`src/rtl/ddr2_rb_pkg.sv`:
```
// Shared types and constants for the parametrised DDR2 read-capture ring buffer.
package ddr2_rb_pkg;

  typedef enum logic [1:0] {
    RB_IDLE    = 2'd0,
    RB_ARMED   = 2'd1,
    RB_CAPTURE = 2'd2
  } rb_state_e;

  localparam int unsigned STRAY_CNT_W = 8;

endpackage

```
`src/rtl/ddr2_rb_edge_det.sv`:
```
// Strobe register and toggle detect: every change of strobe level is one capture edge.
module ddr2_rb_edge_det (
  input  logic clk,
  input  logic reset_n,
  input  logic strobe,
  output logic strobe_edge
);

  logic strobe_q;

  always_ff @(posedge clk or negedge reset_n) begin
    if (!reset_n) begin
      strobe_q <= 1'b0;
    end else begin
      strobe_q <= strobe;
    end
  end

  assign strobe_edge = strobe ^ strobe_q;

endmodule

```
`src/rtl/ddr2_ring_buffer_param.sv`:
```
// Parametrised DDR2 read-capture ring buffer with burst length, arm timeout and indexed read-out.
// Optional stray-edge flag/counter ports are built when DDR2_RB_STRAY_EN is defined.
module ddr2_ring_buffer_param
  import ddr2_rb_pkg::*;
#(
  parameter int unsigned DATA_W  = 16,
  parameter int unsigned DEPTH   = 8,
  parameter int unsigned TIMEOUT = 64
) (
  input  logic                     clk,
  input  logic                     reset_n,
  input  logic                     listen,
  input  logic [$clog2(DEPTH):0]   burst_words,
  input  logic                     strobe,
  input  logic [DATA_W-1:0]        din,
  input  logic [$clog2(DEPTH)-1:0] rd_ptr,
  output logic [DATA_W-1:0]        dout,
  output logic [$clog2(DEPTH)-1:0] wr_ptr,
  output logic                     busy,
  output logic                     done,
`ifdef DDR2_RB_STRAY_EN
  output logic                     stray,
  output logic [STRAY_CNT_W-1:0]   stray_cnt,
`endif
  output logic                     timeout
);

  localparam int unsigned AW = $clog2(DEPTH);
  localparam int unsigned CW = AW + 1;
  localparam int unsigned TW = (TIMEOUT > 1) ? $clog2(TIMEOUT) : 1;
  localparam logic [TW-1:0] TimerLast = (TIMEOUT > 0) ? TW'(TIMEOUT - 1) : '0;
  localparam bit TimeoutEn = (TIMEOUT != 0);

  rb_state_e         state_q, state_d;
  logic [CW-1:0]     remaining_q, remaining_d;
  logic [TW-1:0]     timer_q, timer_d;
  logic [AW-1:0]     wr_ptr_q, wr_ptr_d;
  logic              done_q, done_d;
  logic              timeout_q, timeout_d;
  logic              mem_we;
  logic              strobe_edge;
  logic [CW-1:0]     burst_load;
  logic [DATA_W-1:0] mem_q [DEPTH];
  logic [DATA_W-1:0] dout_q;

  ddr2_rb_edge_det u_edge_det (
    .clk        (clk),
    .reset_n    (reset_n),
    .strobe     (strobe),
    .strobe_edge(strobe_edge)
  );

  // Zero or oversize requests capture a full ring.
  assign burst_load = ((burst_words == '0) || (burst_words > CW'(DEPTH))) ? CW'(DEPTH)
                                                                          : burst_words;

  always_comb begin
    state_d     = state_q;
    remaining_d = remaining_q;
    timer_d     = timer_q;
    wr_ptr_d    = wr_ptr_q;
    done_d      = 1'b0;
    timeout_d   = 1'b0;
    mem_we      = 1'b0;

    unique case (state_q)
      RB_IDLE: begin
        if (listen) begin
          state_d     = RB_ARMED;
          remaining_d = burst_load;
          timer_d     = '0;
        end
      end
      RB_ARMED: begin
        if (strobe_edge) begin
          mem_we      = 1'b1;
          remaining_d = remaining_q - 1'b1;
          if (remaining_q == CW'(1)) begin
            state_d = RB_IDLE;
            done_d  = 1'b1;
          end else begin
            state_d = RB_CAPTURE;
          end
        end else if (TimeoutEn && (timer_q == TimerLast)) begin
          state_d   = RB_IDLE;
          timeout_d = 1'b1;
        end else begin
          timer_d = timer_q + 1'b1;
        end
      end
      RB_CAPTURE: begin
        if (strobe_edge) begin
          mem_we      = 1'b1;
          remaining_d = remaining_q - 1'b1;
          if (remaining_q == CW'(1)) begin
            state_d = RB_IDLE;
            done_d  = 1'b1;
          end
        end
      end
      default: begin
        state_d = RB_IDLE;
      end
    endcase

    if (mem_we) begin
      wr_ptr_d = wr_ptr_q + 1'b1;
    end
  end

  always_ff @(posedge clk or negedge reset_n) begin
    if (!reset_n) begin
      state_q     <= RB_IDLE;
      remaining_q <= '0;
      timer_q     <= '0;
      wr_ptr_q    <= '0;
      done_q      <= 1'b0;
      timeout_q   <= 1'b0;
    end else begin
      state_q     <= state_d;
      remaining_q <= remaining_d;
      timer_q     <= timer_d;
      wr_ptr_q    <= wr_ptr_d;
      done_q      <= done_d;
      timeout_q   <= timeout_d;
    end
  end

  // Read register has no bypass: a write becomes visible one cycle after it lands.
  always_ff @(posedge clk or negedge reset_n) begin
    if (!reset_n) begin
      for (int unsigned i = 0; i < DEPTH; i++) begin
        mem_q[i] <= '0;
      end
      dout_q <= '0;
    end else begin
      if (mem_we) begin
        mem_q[wr_ptr_q] <= din;
      end
      dout_q <= mem_q[rd_ptr];
    end
  end

`ifdef DDR2_RB_STRAY_EN
  logic                   stray_q;
  logic [STRAY_CNT_W-1:0] stray_cnt_q;

  always_ff @(posedge clk or negedge reset_n) begin
    if (!reset_n) begin
      stray_q     <= 1'b0;
      stray_cnt_q <= '0;
    end else if (strobe_edge && (state_q == RB_IDLE)) begin
      stray_q <= 1'b1;
      if (stray_cnt_q != '1) begin
        stray_cnt_q <= stray_cnt_q + 1'b1;
      end
    end
  end

  assign stray     = stray_q;
  assign stray_cnt = stray_cnt_q;
`endif

  assign dout    = dout_q;
  assign wr_ptr  = wr_ptr_q;
  assign busy    = (state_q != RB_IDLE);
  assign done    = done_q;
  assign timeout = timeout_q;

endmodule

```
`config.mk`:
```
export PLATFORM = sky130hd
export DESIGN_NAME = ddr2_ring_buffer_param
export DESIGN_NICKNAME = d
export VERILOG_FILES = /design/src/rtl/ddr2_rb_pkg.sv /design/src/rtl/ddr2_rb_edge_det.sv /design/src/rtl/ddr2_ring_buffer_param.sv
export SDC_FILE = /design/constraint.sdc
export NUM_CORES = 1
export LEC_CHECK = 0
export BUFFER_PORTS_ARGS = -buffer_cell sky130_fd_sc_hd__clkbuf_2
export CAP_MARGIN = 20
export CORE_ASPECT_RATIO = 0.5
export CORE_MARGIN = 2
export CORE_UTILIZATION = 30
export CTS_CLUSTER_SIZE = 16
export DETAILED_ROUTE_END_ITERATION = 10
export MAX_ROUTING_LAYER = met4
export PLACE_DENSITY = 0.45
export SLEW_MARGIN = 20
export SYNTH_ARGS = -nofsm -noshare
export SYNTH_HDL_FRONTEND = slang
export SYNTH_SLANG_ARGS = --single-unit
```
`constraint.sdc`:
```
create_clock -name clk -period 2.8 [get_ports clk]
set_input_delay 0.56 -clock clk [delete_from_list [all_inputs] [get_ports clk]]
set_output_delay 0.56 -clock clk [all_outputs]
set_load 0.03 [all_outputs]
```
==> results of run 1 <==
## placed cells by master, fill, tap and decap left out, drive strengths merged, types with 2 or more instances in the layout
cell and n:
mux2 146, o21ai 3, nor3b 2, and3 2, a22oi 2, o22ai 2, a22o 2, nor2b 3
nand2b 2, a41oi 2, inv 16, nand4 2, clkinvlp 4, nand2 16, clkbuf 65, nand4b 2
mux2i 2, dfrtp 162, mux4 32, a21oi 7, nand3 5, nor4 4, nor4b 2, bufinv 3
nor2 10, ha 7, a211oi 2, xnor2 3, buf 21, o211ai 3
## Yosys cell counts, types with 3 or more instances
cell type	n
o211ai_1	3
o21ai_0	3
mux4_2	32
nor2_1	10
nand2_1	16
clkbuf_1	14
ha_1	7
nor2b_1	3
buf_2	9
mux2_2	136
a21oi_1	7
dfrtp_1	162
nand3_1	5
inv_1	10
mux2_1	10
## how the worst max path moves through the flow
stage,startpoint,end,cells after the start
after global routing,state_q[1],mem_q[5],6
after CTS,state_q[0],busy,4
final,state_q[0],mem_q[12],6
after detailed placement,strobe,mem_q[108],6
after floorplan,state_q[1],mem_q[102],7
after global placement,strobe,mem_q[107],6
## through the flow
step	setup WS [ns]	power, mW	hold slack, ns	util	instance area (sq um)
6_report	0.7010	9.492	0.1525	0.3624	8651
5_1_grt	0.6115	10.10	0.1930	0.3624	8651
4_1_cts	0.6767	9.646	0.1626	0.3624	8651
3_5_place_dp	0.5974	7.102	0.4798	0.3360	8020
3_3_place_gp	0.6304	7.031	0.4729	0.3360	8020
2_1_floorplan	0.6134	6.243	0.2644	-	7254
## cell families (layout without fill, tap and decap cells)
logic type | count (synthesis) | count (layout) | synth area share
AND/OR/NAND/NOR | 54 | 54 | 0.04588
AO/OA/AOI/OAI | 30 | 30 | 0.02880
XOR/XNOR | 4 | 4 | 0.005865
adder cells (fa/ha/maj) | 7 | 7 | 0.01207
flip-flops | 162 | 162 | 0.5588
buffers and inverters | 35 | 110 | 0.01983
multiplexers | 180 | 180 | 0.3287
## layout make-up
| class | count | area (sq um) |
|---|---|---|
| well taps | 315 | 394.1 |
| multi-input cells | 275 | 3063 |
| fillers | 2271 | 15220 |
| inverters | 10 | 37.54 |
| flip-flops and latches | 162 | 4054 |
| repair buffers | 68 | 471.7 |
| clock inverters | 14 | 191.4 |
| clock buffers | 18 | 439.2 |
## registers in the layout, summed over array words and instances (netlist names)
register,cells
dout,16
timeout,1
done,1
timer_q,6
remaining_q,4
wr_ptr,3
u_edge_det.strobe_q,1
state_q,2
mem_q,128
## power breakdown
group,total (mW),switching (mW),leakage [nW],internal [mW]
registers,3.99,0.568,2.01,3.42
logic,3.00,1.35,1.46,1.66
clock network,2.50,1.04,0.297,1.46
## layer usage
metal  up-vias  GRT usage  part of all wire
met5         -          -                 0
met4         0    0.04533             0.013
met3        16    0.03014             0.023
met2        42     0.1963              0.44
met1      2196     0.1944              0.53
li1       1894          -                 -
==> metrics, run 1 <==
Critical Path Fanout Max=16; Slew Limit Fails=0; CTS H-tree depth=4; synthesized net count=506; Post-synth EDFFs=0; Port Buffers=48; core area=23870 sq um; ys flop type=dfrtp_1; DP Wirelength=9607 um; period utilisation layout=0.7497; CP Data Arrival Time=2.41 ns; Synthesis Warnings=0; antenna violations before repair=0; first drt pass iteration count=4; sequential fraction of the synthesis area=0.5588; clock slew at reported path FFs=0.07 ns; die area=25520 sq um; Net count, final=568; Worst Setup End Kind=register; power per cell area=1097 nW/um^2; wire per inst=18.15 um; # diodes=0; DRT Wirelength=15640 um; final cell count without fillers=862; clk sinks=162; P_leak=3.767 nW; Clock Path Buffers=2; Total GRT Usage=0.1377; share of cells above drive strength 1=0.4991; Area growth syn-to-layout=19.25%; Placed Cells=830; Crit path required time=3.11 ns; share of the synthesized area in the top cell type=0.5588; worst slew pin tran=0.6913 ns; FF-to-FF path depth=6; # DRC=0; setup tns final=0 ns; io pins=49; crit path buf inv count=2; Cell variety after synth=46; Max Fclk=476.4 MHz; Fin. Hold Viols=0; Crit Reg-Reg Endpoint=mem_q[12]; synthesized area per cell=15.37 sq um; Max VDD drop=445.7 uV; Clock Latency Late Sink=0.43 ns; area leader, netlist=dfrtp_1; min cycle time layout=2.099 ns; Via density=4.812; Final ANT Viol Nets=0; vias in the first global route=4259; root buffer cell=clkbuf_16; Initial DRC Count=256; # resized after CTS=0; Post-CTS Setup Inserts=0; HP Class=input port to async pin; Crit-path slowest cell=dfrtp_1; cts bufs inserted=17; largest net degree at the start of global routing=71; die width=223.9 um; reg-to-reg slack, setup=0.70 ns; Starting Density=0.3039; ys async rst share=1.000; Setup Crit Path Kind=register to register; Worst Clk Skew=0.008112 ns; Post-Syn Area=7254 sq um; gate count of the mapped netlist=472; CP max stage delay=0.39 ns; grt total ovfl=0; CTS tree=built; Core Rows=40; Synth Register Bits=162; Critical Path, Cell by Cell=inv_1 > ha_1 > nand3_1 > or3b_1 > buf_4 > mux2_1; top post-synthesis cells by area=dfrtp_1 56%, mux2_2 21%, mux4_2 9.9%; outcome=complete, no violations; max_cap viols=0; first-pass GRT wire length=25290 um; Worst setup SP type=register; vias after detailed routing=4148; die height=114.0 um; Crit path max-delay family=simple AND/OR/NAND/NOR gates; Slew HR=0.5391; GPL Wtd Cong=0.7459; RSZ-0062 raised after global routing=no; hold_buf cts=0; setup violators final=0; RR Startpoint=state_q[0]
Power figures use the tool's default switching activity.
==> run 2: changes to the inputs <==
- ABC_AREA: not set -> 1
- clock period: 2.8 -> 2.05 ns (I/O delays scaled with it)
==> run 2 against run 1 <==
Register-to-register slack got worse by 0.43 ns. Core utilization shrank 1.3 points. Sequential share of layout area up 1.6 points. Die area rose by 1.0%. Final cell count up 39%. Routed wire length grew 20%. Non-clock buffer count down 4. Global-route usage up 2.5 points. Critical path depth decreased by 2.
==> metrics, run 2 <==
clock slew at reported path FFs=0.07 ns; WL met3=813 um; top post-synthesis cells by area=dfrtp_1 55%, nand2_1 11%, o21ai_1 6.8%; Critical Path Fanout Max=4; Clock Latency Late Sink=0.43 ns; Max VDD drop=756.1 uV; synthesized net count=867; period utilisation layout=0.8767; Post-synth EDFFs=0; Slew HR=0.7021; Cell variety after synth=28; CTS tree=built; sequential share of power=0.441; met2 wire len=8249 um; hold-critical path depth=1; switch share=0.3586; worst hold margin=0.1328 ns; clk sinks=162; Crit path required time=1.64 ns; share of the synthesized area in the top cell type=0.5530; Max Fclk=556.4 MHz; setup ws final=0.2527 ns; die width=225.1 um; grt total ovfl=0; Worst setup SP type=register; Final ANT Viol Nets=0; WHS Endpoint=u_edge_det.strobe_q; antenna violations before repair=0; Setup Crit Path Kind=register to output port; DP Wirelength=11640 um; most instantiated library cell after synthesis=nand2_1; Highest Signal Layer=met4; io pins=49; Fin. Hold Viols=0; die area=25780 sq um; Slew Limit Fails=0; Crit Reg-Reg Endpoint=mem_q[104]; Port Buffers=48; HP Class=input port to register; # DRC=0; first drt pass iteration count=5; wire per inst=15.75 um; Total GRT Usage=0.1624; RR Startpoint=state_q[0]; first-pass GRT wire length=31190 um; CTS H-tree depth=4; vias in the first global route=5686; Clock Path Buffers=2; max FFs per register=128; Worst Clk Skew=0.008990 ns; gate count of the mapped netlist=833; Core Rows=40; synthesized area per cell=8.800 sq um; die height=114.5 um; vias after detailed routing=5641; share of cells above drive strength 1=0.1351; most frequent cells in the layout=224 x nand2_1, 162 x dfrtp_1, 100 x o21ai_1; min cycle time layout=1.797 ns; Net count, final=902; Initial DRC Count=424; setup tns final=0 ns; ys flop type=dfrtp_1; area leader, netlist=dfrtp_1; Synthesis Warnings=0; cts bufs inserted=17; power share of the clock group=0.270; DRT Wirelength=18830 um; Power Total=12.00 mW; fin util=0.3492; max_cap viols=0; # resized after CTS=0; commonest non-fill, non-tap cell in the layout=nand2_1; Placed Cells=1163; Switching Power=4.301 mW; # diodes=0; core area=23970 sq um; worst slew pin tran=0.4465 ns; placed standard-cell area=7769 sq um; P_leak=4.067 nW; sequential fraction of the synthesis area=0.5530; reg-to-reg slack, setup=0.27 ns; Area growth syn-to-layout=14.20%; Via density=4.717; combinational power share=0.289; power per cell area=1433 nW/um^2; Post-Syn Area=7331 sq um; GPL Wtd Cong=0.7803; ys async rst share=1.000; CP Data Arrival Time=1.39 ns; setup violators final=0; root buffer cell=clkbuf_16; Post-Place Worst Slack=0.2884 ns; WL met1=9577 um; Commonest cells post-synth=224 x nand2_1, 162 x dfrtp_1, 100 x o21ai_1; Biggest register=mem_q; largest net degree at the start of global routing=68; Final Cell Area=8372 sq um; Worst Setup End Kind=output port; RSZ-0062 raised after global routing=no; Internal=7.695 mW; Synth Register Bits=162; final cell count without fillers=1196; FF-to-FF path depth=7; hold_sp=strobe; outcome=complete, no violations; Starting Density=0.3058
-- run 2: what timing repair did --
action / CTS / global route
setup endpoints to repair: 0 / 0
hold buffers: 1 / 0
hold endpoints to repair: 12 / 0
buffers inserted: 0 / 0
-- run 2: routing by layer --
layer | vias up | track usage
li1 | 2829 | -
met1 | 2699 | 0.2210
met2 | 100 | 0.2438
met3 | 13 | 0.03926
met4 | 0 | 0.04062
met5 | - | -
-- run 2: critical path, cell delays in order (launching register included) --
cell and delay (ns):
dfrtp_1 0.38, inv_1 0.11, ha_1 0.23, inv_1 0.07
clkbuf_2 0.18
-- run 2: cell type report --
cell class | instances | area [sq um]
fill | 2513 | 15600
sequential | 162 | 4054
multi-input combinational | 585 | 2766
clock buffer | 18 | 439.2
timing repair buffer | 64 | 419.2
tap | 315 | 394.1
clock inverter | 14 | 153.9
inverter | 38 | 145.1
-- run 2: worst max path at each step --
stage | slack, ns | from | depth (start not counted) | to
2_1_floorplan | 0.49 | state_q[0] | 8 | timer_q[1]
3_3_place_gp | 0.32 | state_q[0] | 7 | mem_q[113]
3_5_place_dp | 0.29 | state_q[0] | 7 | mem_q[104]
4_1_cts | 0.23 | state_q[0] | 4 | busy
5_1_grt | 0.14 | state_q[0] | 4 | busy
6_report | 0.25 | state_q[0] | 4 | busy
-- run 2: power groups by stage --
stage               clock network (mW)  logic (mW)  registers (mW)
global placement                     0        3.44            5.31
finish                            3.24        3.47            5.29
global route                      3.47        4.04            5.47
floorplan                            0        2.59            5.37
detailed placement                   0        3.51            5.33
CTS                               3.33        3.52            5.29
-- run 2: kinds of logic after synthesis --
| kind of cell | after synthesis | synth area share |
|---|---|---|
| compound gates | 241 | 0.1772 |
| simple gates | 332 | 0.1823 |
| xor+xnor | 5 | 0.005973 |
| buf+inv | 86 | 0.06964 |
| fa+ha+maj | 7 | 0.01195 |
| flops | 162 | 0.5530 |
